===== src/rtl/instr_fetch_assembler.sv =====
// Instruction fetch: reads four bytes per instruction from a byte-wide memory and assembles them big-endian.
// Latency: first word 4 cycles after reset release; 5 cycles/word (4 cycles/word with PREFETCH_EN).
// Backpressure: instr_word/instr_pc held stable while instr_valid=1 and instr_ready=0; fetching stalls (or parks at the last byte with PREFETCH_EN).
//
// Optional feature macro: PREFETCH_EN
//   undefined : after a word completes the fetcher idles in WAIT until decode accepts it.
//   defined   : the fetcher keeps assembling the next word while the current one is
//               presented; the final byte is only committed once the output slot frees up.
//
// Ports:
//   clk, reset_n                  clock, asynchronous active-low reset
//   mem_enable, mem_read_write,   instruction memory control (always a read)
//   mem_address, mem_data_in      byte address out, combinational byte in
//   redirect_valid, redirect_pc   one-cycle branch/jump redirect; always wins
//   instr_valid, instr_ready      valid/ready handshake toward decode
//   instr_word, instr_pc          assembled instruction and its byte address
//   align_err                     one-cycle pulse on a misaligned redirect target
module instr_fetch_assembler #(
  parameter int ADDR_WIDTH = 9,
  parameter int RESET_PC   = 0
) (
  input  logic                  clk,
  input  logic                  reset_n,
  output logic                  mem_enable,
  output logic                  mem_read_write,
  output logic [ADDR_WIDTH-1:0] mem_address,
  input  logic [7:0]            mem_data_in,
  input  logic                  redirect_valid,
  input  logic [ADDR_WIDTH-1:0] redirect_pc,
  output logic                  instr_valid,
  input  logic                  instr_ready,
  output logic [31:0]           instr_word,
  output logic [ADDR_WIDTH-1:0] instr_pc,
  output logic                  align_err
);

  localparam logic [ADDR_WIDTH-1:0] RST_PC = ADDR_WIDTH'(RESET_PC);
  localparam logic [ADDR_WIDTH-1:0] PC_INC = ADDR_WIDTH'(4);

  typedef enum logic {S_FETCH, S_WAIT} state_t;

  state_t                state_q, state_d;
  logic [ADDR_WIDTH-1:0] fetch_pc_q, fetch_pc_d;
  logic [1:0]            cnt_q, cnt_d;
  logic [23:0]           asm_q, asm_d;
  logic [31:0]           word_q, word_d;
  logic [ADDR_WIDTH-1:0] pc_q, pc_d;
  logic [ADDR_WIDTH-1:0] last_addr_q, last_addr_d;
  logic                  valid_q, valid_d;
  logic                  align_q, align_d;

  // Byte address currently being read; wraps naturally at 2^ADDR_WIDTH.
  logic [ADDR_WIDTH-1:0] cur_addr;
  logic [31:0]           word_new;
  logic [23:0]           asm_shift;
  logic [ADDR_WIDTH-1:0] pc_next;

  assign cur_addr  = fetch_pc_q + ADDR_WIDTH'(cnt_q);
  assign word_new  = {asm_q, mem_data_in};
  assign asm_shift = {asm_q[15:0], mem_data_in};
  assign pc_next   = fetch_pc_q + PC_INC;

  // ---------------------------------------------------------------------------
  // Next-state / datapath logic
  // ---------------------------------------------------------------------------
  always_comb begin
    state_d    = state_q;
    fetch_pc_d = fetch_pc_q;
    cnt_d      = cnt_q;
    asm_d      = asm_q;
    word_d     = word_q;
    pc_d       = pc_q;
    valid_d    = valid_q;
    align_d    = 1'b0;
    // Remember the last fetched address so the bus stays quiet (no toggling) in WAIT.
    last_addr_d = (state_q == S_FETCH) ? cur_addr : last_addr_q;

    if (redirect_valid) begin
      // Redirect overrides completion, handshake and prefetch in the same cycle;
      // any partial assembly and any unconsumed instruction are dropped.
      fetch_pc_d = {redirect_pc[ADDR_WIDTH-1:2], 2'b00};
      cnt_d      = 2'd0;
      asm_d      = '0;
      valid_d    = 1'b0;
      state_d    = S_FETCH;
      align_d    = |redirect_pc[1:0];
    end else begin
`ifdef PREFETCH_EN
      if (valid_q && instr_ready) begin
        valid_d = 1'b0;
      end
      if (cnt_q != 2'd3) begin
        asm_d = asm_shift;
        cnt_d = cnt_q + 2'd1;
      end else if (!valid_q || instr_ready) begin
        // Output slot is free (or freeing this edge): commit the word.
        word_d     = word_new;
        pc_d       = fetch_pc_q;
        valid_d    = 1'b1;
        fetch_pc_d = pc_next;
        cnt_d      = 2'd0;
        asm_d      = '0;
      end
      // else: park on the last byte, same address, retry next cycle.
`else
      case (state_q)
        S_FETCH: begin
          if (cnt_q != 2'd3) begin
            asm_d = asm_shift;
            cnt_d = cnt_q + 2'd1;
          end else begin
            word_d     = word_new;
            pc_d       = fetch_pc_q;
            valid_d    = 1'b1;
            fetch_pc_d = pc_next;
            cnt_d      = 2'd0;
            asm_d      = '0;
            state_d    = S_WAIT;
          end
        end
        S_WAIT: begin
          if (valid_q && instr_ready) begin
            valid_d = 1'b0;
            state_d = S_FETCH;
          end
        end
        default: state_d = S_FETCH;
      endcase
`endif
    end
  end

  // ---------------------------------------------------------------------------
  // State registers
  // ---------------------------------------------------------------------------
  always_ff @(posedge clk or negedge reset_n) begin
    if (!reset_n) begin
      state_q     <= S_FETCH;
      fetch_pc_q  <= RST_PC;
      cnt_q       <= 2'd0;
      asm_q       <= '0;
      word_q      <= '0;
      pc_q        <= RST_PC;
      last_addr_q <= RST_PC;
      valid_q     <= 1'b0;
      align_q     <= 1'b0;
    end else begin
      state_q     <= state_d;
      fetch_pc_q  <= fetch_pc_d;
      cnt_q       <= cnt_d;
      asm_q       <= asm_d;
      word_q      <= word_d;
      pc_q        <= pc_d;
      last_addr_q <= last_addr_d;
      valid_q     <= valid_d;
      align_q     <= align_d;
    end
  end

  // ---------------------------------------------------------------------------
  // Outputs
  // ---------------------------------------------------------------------------
  // The state register already sits in FETCH during reset, so gate the enable
  // with reset_n to keep the memory idle until fetching actually starts.
  assign mem_enable     = reset_n && (state_q == S_FETCH);
  assign mem_read_write = 1'b1;
  assign mem_address    = (state_q == S_FETCH) ? cur_addr : last_addr_q;
  assign instr_valid    = valid_q;
  assign instr_word     = word_q;
  assign instr_pc       = pc_q;
  assign align_err      = align_q;

endmodule

===== config.mk =====
export PLATFORM = sky130hd
export DESIGN_NAME = instr_fetch_assembler
export DESIGN_NICKNAME = d
export VERILOG_FILES = /design/src/rtl/instr_fetch_assembler.sv
export SDC_FILE = /design/constraint.sdc
export NUM_CORES = 1
export LEC_CHECK = 0
export BUFFER_PORTS_ARGS = -buffer_cell sky130_fd_sc_hd__buf_4
export CAP_MARGIN = 20
export CORE_AREA = 2 2 83 85
export DETAILED_ROUTE_END_ITERATION = 7
export DIE_AREA = 0 0 85 87
export GPL_TIMING_DRIVEN = 0
export HOLD_SLACK_MARGIN = 0.1
export PLACE_DENSITY = 0.76
export SYNTH_ARGS = -nofsm -noshare
export SYNTH_HDL_FRONTEND = slang
export SYNTH_SLANG_ARGS = --single-unit

===== constraint.sdc =====
create_clock -name clk -period 2 [get_ports clk]
set_clock_uncertainty 0.15 [all_clocks]
set_input_delay 0.4 -clock clk [delete_from_list [all_inputs] [get_ports clk]]
set_output_delay 0.4 -clock clk [all_outputs]
set_load 0.01 [all_outputs]

==> flow_summary.json <==
{
  "status": "finished, violations left",
  "violations": "negative hold slack",
  "relSlewSlack_pct": 50.7,
  "reg2reg_depth": 4,
  "synth_area_per_cell_um2": 14.6,
  "reg2reg_to": "asm_q[19]$_DFFE_PN0N_",
  "cts.reportedPaths.clkPinSlew_ps": 80,
  "worst_hold_slack_ps": -73.3,
  "grt_pass1_vias": 2014,
  "critPathKind": "reg -> out",
  "dieArea_um2": 7400,
  "die_w_um": 85,
  "leakagePower_nw": 2.11,
  "synth_simple_gate_area_share_pct": 4.70,
  "final_cell_mix": "83 x dfrtp_1, 71 x buf_4, 42 x mux2_2",
  "synth_top_family_by_area": "multiplexers",
  "routedWlPerCell_um": 15.9,
  "fin_ws_ps": 33.9,
  "hold_class": "in -> async",
  "seq_area_frac_synth_pct": 64.7,
  "clockRootBuffer": "clkbuf_8",
  "ff2ff_setup_slack_ps": 180,
  "syn2layout_area_growth_pct": 29.7,
  "n_antenna_cell": 0,
  "seq_area_um2": 2100,
  "cts_inserted_buffers": 9,
  "irDropWorstVdd_mv": 0.646,
  "synth_area_um2": 3250,
  "hpwl_um": 4310,
  "rsz0062_at_grt": "true",
  "fmax_mhz": 509,
  "endpoint": "mem_address[6]",
  "drt_wl_total_um": 6250,
  "yosysWarnings": 0,
  "fin_area_um2": 4220,
  "startpoint_type": "flop",
  "drc": 0,
  "nets": 332,
  "ys_ff_latch": 84,
  "port-buffer-count": 71,
  "start_util_pct": 49.5,
  "htreeDepth": 3,
  "vias_per_cell": 5.18,
  "finalSetupViolations": 0,
  "final_hold_viol_count": 84,
  "timing.critical_path.required_ps": 1450,
  "die_h_um": 87,
  "grt_remaining_overflow": 0,
  "core_area_um2": 6570,
  "first_pass_iters": 4,
  "gp_congestion": 0.787,
  "rows": 30,
  "synth-xor-area-share_pct": 0.808,
  "period_needed_ps": 1970,
  "antenna_found_initial": 0,
  "powerDensity_nw_per_um2": 1180,
  "critPathCaptureType": "output pin",
  "dpl_worst_slack_ps": -185,
  "synthAdderAreaFrac_pct": 0.770,
  "multi_input_area_um2": 1090,
  "synth_compound_area_share_pct": 8.62,
  "grt_first_pass_wirelength_um": 10300,
  "dpl_cell_area_um2": 3890,
  "rr_startpoint": "cnt_q[0]$_DFFE_PN0N_",
  "post-place-cells": 375,
  "slew_violations": 0,
  "clock_sinks": 84,
  "pin_count": 75,
  "max_cap_violations": 0,
  "hold_buffers": 1,
  "synthMuxAreaShare_pct": 17.2,
  "finalCritPeriodShare_pct": 98.3,
  "cts.path.max_buffers": 2,
  "tritoncts": "built",
  "ant_nets": 0,
  "grtUsageTotal_pct": 18.3,
  "cp.arrival_ps": 1420,
  "drt_first_iter_violations": 77,
  "final_cell_count_no_fill": 394,
  "crit_path_max_fanout": 8,
  "insertion_delay_ps": 350,
  "layout_commonest_cell": "dfrtp_1",
  "worst_slew_pin_slew_ps": 740,
  "synthDistinctLibCells": 26,
  "drive_above_1_share_pct": 48.7,
  "fill_cells": 508,
  "vias": 2040,
  "startpoint": "state_q$_DFF_PN0_",
  "synthCells": 223,
  "grt_max_degree": 86
}
[flip-flops by register name, summed over array words and instances (netlist names)]
name,cells
instr_word,32
asm_q,24
last_addr_q,9
fetch_pc_q,7
instr_pc,7
cnt_q,2
align_err,1
instr_valid,1
state_q,1
[power by group]
group	switching, W	internal [W]	leakage [nW]
combinational	0.000550	0.000795	0.907
clock	0.000580	0.000732	0.113
sequential	0.000234	0.00209	1.09
[routing by layer]
metal	GRT usage (%)	routed length, µm	share of wire (%)
met1	26.7	2990	48
met3	3.22	190	3.0
met5	0	0	0
met2	26.1	2920	47
met4	9.96	147	2.4
[worst max-delay path, cell delays in order, from the launching register on]
cell and delay (ps):
dfrtp_2 450, clkbuf_16 180, mux2_4 310, buf_6 120
[logic make-up (layout without fill, tap and decap cells)]
| group | count (synthesis) | after routing |
|---|---|---|
| other | 2 | 3 |
| buffers and inverters | 17 | 107 |
| adder cells (fa/ha/maj) | 2 | 2 |
| AND/OR/NAND/NOR | 30 | 30 |
| flip-flops | 84 | 84 |
| multiplexers | 50 | 50 |
| XOR/XNOR | 3 | 3 |
| AO/OA/AOI/OAI | 35 | 35 |
[worst min-delay path by stage]
stage / cells after the start / to / slack [ps]
after floorplan: 0 / align_err$_DFF_PN0_ / -50
after global placement: 1 / last_addr_q[4]$_DFF_PN0_ / 330
after detailed placement: 1 / last_addr_q[0]$_DFF_PN0_ / 340
after CTS: 1 / last_addr_q[4]$_DFF_PN0_ / -30
after global routing: 1 / last_addr_q[4]$_DFF_PN0_ / -3
final: 1 / last_addr_q[4]$_DFF_PN0_ / -70
[through the flow]
step           hold WS [ps]  power (W)  setup TNS (ps)  utilization (%)
6_report              -73.3    0.00498               0             64.2
5_1_grt               -2.81    0.00523           -89.4             64.2
4_1_cts               -34.4    0.00502           -47.9             64.0
3_5_place_dp            336    0.00366           -1970             59.2
3_3_place_gp            330    0.00360           -1370             59.2
2_1_floorplan         -45.6    0.00295               0                -
[final cells by class]
cell class | count | share of cell area (%)
flip-flops and latches | 84 | 49.9
multi-input cells | 123 | 25.8
repair buffers | 75 | 14.0
clock buffers | 11 | 3.35
plain buffers | 15 | 2.73
well taps | 80 | 2.37
clock inverters | 5 | 1.78
inverters | 1 | 0.0890
[synthesized netlist by cell type]
cell      number  area share [%]
clkbuf_1       6            0.69
a31oi_1        2            0.38
buf_4          3            0.69
nor2_1         7            0.81
ha_1           2            0.77
conb_1         2            0.23
buf_2          5            0.77
o21ai_0        3            0.46
mux2_2        48              17
o211ai_1       2            0.46
or4_1          4            0.92
dfrtp_1       84              65
xor2_1         3            0.81
nand3_1        4            0.62
nand2_1       10             1.2
o31ai_1        2            0.46
nor2b_1        2            0.38
inv_1          1            0.12
a21o_1         1            0.23
a21oi_1        1            0.15
nor3_1         1            0.15
nand3b_1       1            0.23
nand2b_4       1            0.42
a22o_1        24             6.5
buf_6          2            0.69
mux2i_1        2            0.62
[what timing repair did]
item,4_1_cts,5_1_grt
pin swaps,0,0
resized for setup,16,13
setup endpoints to repair,20,59
setup buffers,3,0
endpoints found under the hold margin,85,84
Note: power is estimated with default switching activity, not from simulation.
